$ cat config.mk
export PLATFORM = sky130hd
export DESIGN_NAME = uart_sync_fifo
export DESIGN_NICKNAME = d
export VERILOG_FILES = /design/src/rtl/uart_pkg.sv /design/src/rtl/uart_fifo_ram.sv /design/src/rtl/uart_sync_fifo.sv
export SDC_FILE = /design/constraint.sdc
export NUM_CORES = 1
export LEC_CHECK = 0
export CORE_UTILIZATION = 59
export CTS_CLUSTER_DIAMETER = 100
export CTS_CLUSTER_SIZE = 12
export DETAILED_ROUTE_END_ITERATION = 12
export HOLD_SLACK_MARGIN = 0.15
export PLACE_DENSITY = 0.79
export REMOVE_ABC_BUFFERS = 1
export SETUP_SLACK_MARGIN = 0.2
export SKIP_CTS_REPAIR_TIMING = 1
export SYNTH_ARGS = -nofsm -noshare
export SYNTH_HDL_FRONTEND = slang
export SYNTH_SLANG_ARGS = --single-unit
$ cat constraint.sdc
create_clock -name clk -period 4.58 [get_ports clk]
set_input_delay 1.145 -clock clk [delete_from_list [all_inputs] [get_ports clk]]
set_output_delay 1.145 -clock clk [all_outputs]
set_load 0.01 [all_outputs]
$ cat src/rtl/uart_pkg.sv
// Shared UART constants: default word width and receive/transmit FIFO depth.
package uart_pkg;

    localparam int unsigned UART_DATA_W     = 8;
    localparam int unsigned UART_FIFO_DEPTH = 16;

endpackage

$ cat src/rtl/uart_fifo_ram.sv
// Simple dual-port storage for the UART FIFO: one synchronous write port,
// one asynchronous read port, no reset on the array.
module uart_fifo_ram #(
    parameter int unsigned WIDTH = 8,
    parameter int unsigned DEPTH = 16
) (
    input  logic                     clk,
    input  logic                     we_i,
    input  logic [$clog2(DEPTH)-1:0] waddr_i,
    input  logic [WIDTH-1:0]         wdata_i,
    input  logic [$clog2(DEPTH)-1:0] raddr_i,
    output logic [WIDTH-1:0]         rdata_o
);

    logic [WIDTH-1:0] mem_q [DEPTH];

    always_ff @(posedge clk) begin
        if (we_i) begin
            mem_q[waddr_i] <= wdata_i;
        end
    end

    assign rdata_o = mem_q[raddr_i];

endmodule

$ cat src/rtl/uart_sync_fifo.sv
// Single-clock UART FIFO: pointers, occupancy count, flag decode, sticky
// error flags and a selectable registered / first-word-fall-through output.
module uart_sync_fifo
    import uart_pkg::*;
#(
    parameter int unsigned WIDTH    = UART_DATA_W,
    parameter int unsigned DEPTH    = UART_FIFO_DEPTH,
    parameter int unsigned AF_LEVEL = DEPTH - 2,
    parameter int unsigned AE_LEVEL = 2,
    parameter bit          FWFT     = 1'b0
) (
    input  logic                   clk,
    input  logic                   reset,
    input  logic                   flush,
    input  logic                   wr_en,
    input  logic [WIDTH-1:0]       din,
    input  logic                   rd_en,
    output logic [WIDTH-1:0]       dout,
    output logic                   valid,
    output logic                   empty,
    output logic                   full,
    output logic                   almost_empty,
    output logic                   almost_full,
    output logic [$clog2(DEPTH):0] count,
    output logic                   overflow,
    output logic                   underflow
);

    localparam int unsigned PW = $clog2(DEPTH);
    localparam int unsigned CW = PW + 1;

    localparam logic [CW-1:0] FULL_CNT = CW'(DEPTH);
    localparam logic [CW-1:0] AF_CNT   = CW'(AF_LEVEL);
    localparam logic [CW-1:0] AE_CNT   = CW'(AE_LEVEL);

    logic [PW-1:0]    wr_ptr_q, wr_ptr_d;
    logic [PW-1:0]    rd_ptr_q, rd_ptr_d;
    logic [CW-1:0]    count_q, count_d;
    logic             ovf_q, ovf_d;
    logic             unf_q, unf_d;
    logic             wr_acc;
    logic             rd_acc;
    logic [WIDTH-1:0] rd_data;

    assign empty        = (count_q == '0);
    assign full         = (count_q == FULL_CNT);
    assign almost_empty = (count_q <= AE_CNT);
    assign almost_full  = (count_q >= AF_CNT);
    assign count        = count_q;
    assign overflow     = ovf_q;
    assign underflow    = unf_q;

    // A rejected write while full also freezes the read side for that cycle.
    always_comb begin
        wr_acc   = wr_en && !full && !flush;
        rd_acc   = rd_en && !empty && !flush && !(wr_en && full);
        wr_ptr_d = wr_ptr_q;
        rd_ptr_d = rd_ptr_q;
        count_d  = count_q;
        ovf_d    = ovf_q | (wr_en & full & ~flush);
        unf_d    = unf_q | (rd_en & empty & ~flush);
        if (flush) begin
            wr_ptr_d = '0;
            rd_ptr_d = '0;
            count_d  = '0;
        end else begin
            if (wr_acc) wr_ptr_d = wr_ptr_q + PW'(1);
            if (rd_acc) rd_ptr_d = rd_ptr_q + PW'(1);
            case ({wr_acc, rd_acc})
                2'b10:   count_d = count_q + CW'(1);
                2'b01:   count_d = count_q - CW'(1);
                default: count_d = count_q;
            endcase
        end
    end

    always_ff @(posedge clk) begin
        if (reset) begin
            wr_ptr_q <= '0;
            rd_ptr_q <= '0;
            count_q  <= '0;
            ovf_q    <= 1'b0;
            unf_q    <= 1'b0;
        end else begin
            wr_ptr_q <= wr_ptr_d;
            rd_ptr_q <= rd_ptr_d;
            count_q  <= count_d;
            ovf_q    <= ovf_d;
            unf_q    <= unf_d;
        end
    end

    uart_fifo_ram #(
        .WIDTH (WIDTH),
        .DEPTH (DEPTH)
    ) u_ram (
        .clk     (clk),
        .we_i    (wr_acc),
        .waddr_i (wr_ptr_q),
        .wdata_i (din),
        .raddr_i (rd_ptr_q),
        .rdata_o (rd_data)
    );

    if (FWFT) begin : g_fwft
        // Head entry shown directly; zero while nothing is stored.
        assign dout  = empty ? '0 : rd_data;
        assign valid = !empty;
    end else begin : g_reg
        logic [WIDTH-1:0] dout_q;
        logic             valid_q;

        always_ff @(posedge clk) begin
            if (reset) begin
                dout_q  <= '0;
                valid_q <= 1'b0;
            end else begin
                valid_q <= rd_acc;
                if (rd_acc) dout_q <= rd_data;
            end
        end

        assign dout  = dout_q;
        assign valid = valid_q;
    end

endmodule
==> impl_metrics.env <==
export IMPL_num_rows=37
export IMPL_setup_tns_ns=0
export IMPL_gp_congestion=0.812
export IMPL_vdd_drop_max_v=0.000297
export IMPL_synth_flop_cell="edfxtp_1"
export IMPL_power_mw=2.95
export IMPL_path_class="reg2out"
export IMPL_startpoint_type="register"
export IMPL_p_leak_nw=2.26
export IMPL_netlist_area_mm2=0.00620
export IMPL_synth_top_family_by_area="multiplexers"
export IMPL_synth_edf_count=128
export IMPL_multi_input_area_mm2=0.00173
export IMPL_cts_buffers=17
export IMPL_hpwl_um=7920
export IMPL_ant_nets=0
export IMPL_grt_usage=0.246
export IMPL_die_area_mm2=0.0109
export IMPL_yosys_warnings=0
export IMPL_rsz0062_at_grt="no"
export IMPL_synth_distinct_cells=42
export IMPL_relSlewSlack=0.406
export IMPL_ioPinCount=33
export IMPL_syn_inst=388
export IMPL_insertion_delay_ns=0.53
export IMPL_clock_sinks=152
export IMPL_period_needed_ns=3.45
export IMPL_synthMuxAreaShare=0.117
export IMPL_tightest_slew_ns=0.890
export IMPL_final_common_cell="edfxtp_1"
export IMPL_antenna_found_initial=0
export IMPL_final_cell_mix="128 x edfxtp_1, 47 x mux2i_1, 40 x nor2_1"
export IMPL_synthAdderAreaFrac=0.0214
export IMPL_clk_pin_slew_ns=0.06
export IMPL_clock_skew_ns=0.00417
export IMPL_yosys_area_share_simple=0.0648
export IMPL_finish_utilization=0.701
export IMPL_setup_viol=0
export IMPL_port_buffers=32
export IMPL_cp_arrival_ns=2.31
export IMPL_drv_cap=0
export IMPL_n_antenna_cell=0
export IMPL_die_x_um=105
export IMPL_drive_gt1_frac=0.132
export IMPL_grt_max_degree=30
export IMPL_start_util=0.603
export IMPL_outcome="finished clean"
export IMPL_synth_seq_area_share=0.697
export IMPL_synth_compound_area_frac=0.0623
export IMPL_die_h_um=105
export IMPL_cts_tree="built"
export IMPL_synth_xor_area_share=0.0127
export IMPL_core_mm2=0.0103
export IMPL_hold_path_class="reg2reg"
export IMPL_cp_data_required_time_ns=3.43
export IMPL_finalHoldViolations=0
export IMPL_dr_pass1_iters=5
export IMPL_areaGrowthSynthToFinish_pct=16.2
export IMPL_htreeDepth=4
export IMPL_drt_iter0_drc=312
export IMPL_syn_avg_cell_area_um2=16.0
export IMPL_seqCellArea_mm2=0.00433
export IMPL_vias=3487
export IMPL_post_drt_wl_per_cell_um=21.5
export IMPL_cts_root_buf="clkbuf_8"
export IMPL_fin_nets=449
export IMPL_synth_seq_cells=152
export IMPL_end_kind="primary output"
export IMPL_drcViolationCount=0
export IMPL_max_freq_mhz=289
export IMPL_worstPathMaxFanout=7
export IMPL_vias_per_cell=6.06
export IMPL_pwr_density_cell_mw_per_mm2=410
export IMPL_final_fill_count=674
export IMPL_clk_path_buf_depth=2
export IMPL_grt_pass1_vias=3482
export IMPL_post_route_period_util=0.754
export IMPL_slew_viol_final=0
export IMPL_grt_pass1_wl_um=19200
export IMPL_synth_async_reset_ratio=0
export IMPL_routed_wl_um=12400
export IMPL_grt_overflow=0
sequential cells by signal, indices dropped and copies added (netlist names):
signal / count
count: 5
dout: 8
overflow: 1
rd_ptr_q: 4
u_ram.mem_q: 128
underflow: 1
valid: 1
wr_ptr_q: 4
metal layers:
| layer | share of wire | wire (µm) | GRT usage | up-vias |
|---|---|---|---|---|
| met5 | 0 | 0 | 0 | - |
| met4 | 0.022 | 277 | 0.107 | 0 |
| met3 | 0.052 | 641 | 0.0495 | 26 |
| met2 | 0.52 | 6370 | 0.404 | 127 |
| met1 | 0.41 | 5070 | 0.319 | 1755 |
| li1 | - | - | - | 1579 |
path summary, 6_finish.rpt:
kind	endpoint	from	slack [ns]	cells after the start
max	full	count[0]$_SDFFE_PP0P_	1.13	3
max reg2reg	count[4]$_SDFFE_PP0P_	count[1]$_SDFFE_PP0P_	1.78	9
min	underflow$_SDFF_PP0_	underflow$_SDFF_PP0_	0.49	1
min reg2reg	underflow$_SDFF_PP0_	underflow$_SDFF_PP0_	0.49	1
worst max-delay path, cell delays in order (launching register included):
cell and delay [ns]:
dfxtp_1 0.40, or4_4 0.61, nor2_1 0.19, clkdlybuf4s50_1 0.58
per-stage QoR:
stage / hold slack (ns) / cells / setup WS (ns) / instance area [µm²]
after floorplan: 0.505 / 367 / 0.768 / 6080
after global placement: 0.450 / 543 / 0.822 / 6630
after detailed placement: 0.482 / 543 / 0.722 / 6630
after CTS: 0.492 / 575 / 1.11 / 7210
after global routing: 0.517 / 575 / 0.978 / 7210
final: 0.491 / 575 / 1.13 / 7210
synth_stat cells, drive strengths merged, types with 2 or more instances:
cell type	count	area, µm²
nand3	5	25.0
o22ai	21	131
a22oi	3	22.5
buf	19	118
nor2b	4	25.0
a21oi	5	25.0
xnor2	6	52.6
a211oi	3	22.5
clkbuf	2	7.51
mux4	11	255
or3b	2	17.5
a21o	2	16.3
a2111oi	2	17.5
mux2i	47	470
nor2	40	150
ha	9	113
a311oi	8	101
nand3b	2	18.8
inv	7	26.3
xor2	3	26.3
nand2b	4	25.0
nand2	12	45.0
dfxtp	24	480
nor3	10	50.1
edfxtp	128	3840
kinds of logic (layout without fill, tap and decap cells):
group / count (synthesis) / in the layout
AOI/OAI and AO/OA: 48 / 48
xor gates and xnor gates: 9 / 9
adders and majority gates: 10 / 10
buffers and inverters: 28 / 79
DFF: 152 / 152
muxes: 58 / 58
and+or+nand+nor: 83 / 83
where the power goes:
group | internal, mW | switching [mW] | total, mW
sequential | 1.51 | 0.00492 | 1.51
clock | 0.825 | 0.532 | 1.36
combinational | 0.0310 | 0.0525 | 0.0835
total | 2.36 | 0.589 | 2.95
cell type report:
class	count	area share
repair buffers	40	0.0528
clock inverters	13	0.0214
multi-input cells	208	0.240
inverters	7	0.00365
clock buffers	19	0.0585
well taps	136	0.0236
flip-flops and latches	152	0.600
Note: power is estimated with default switching activity, not from simulation.
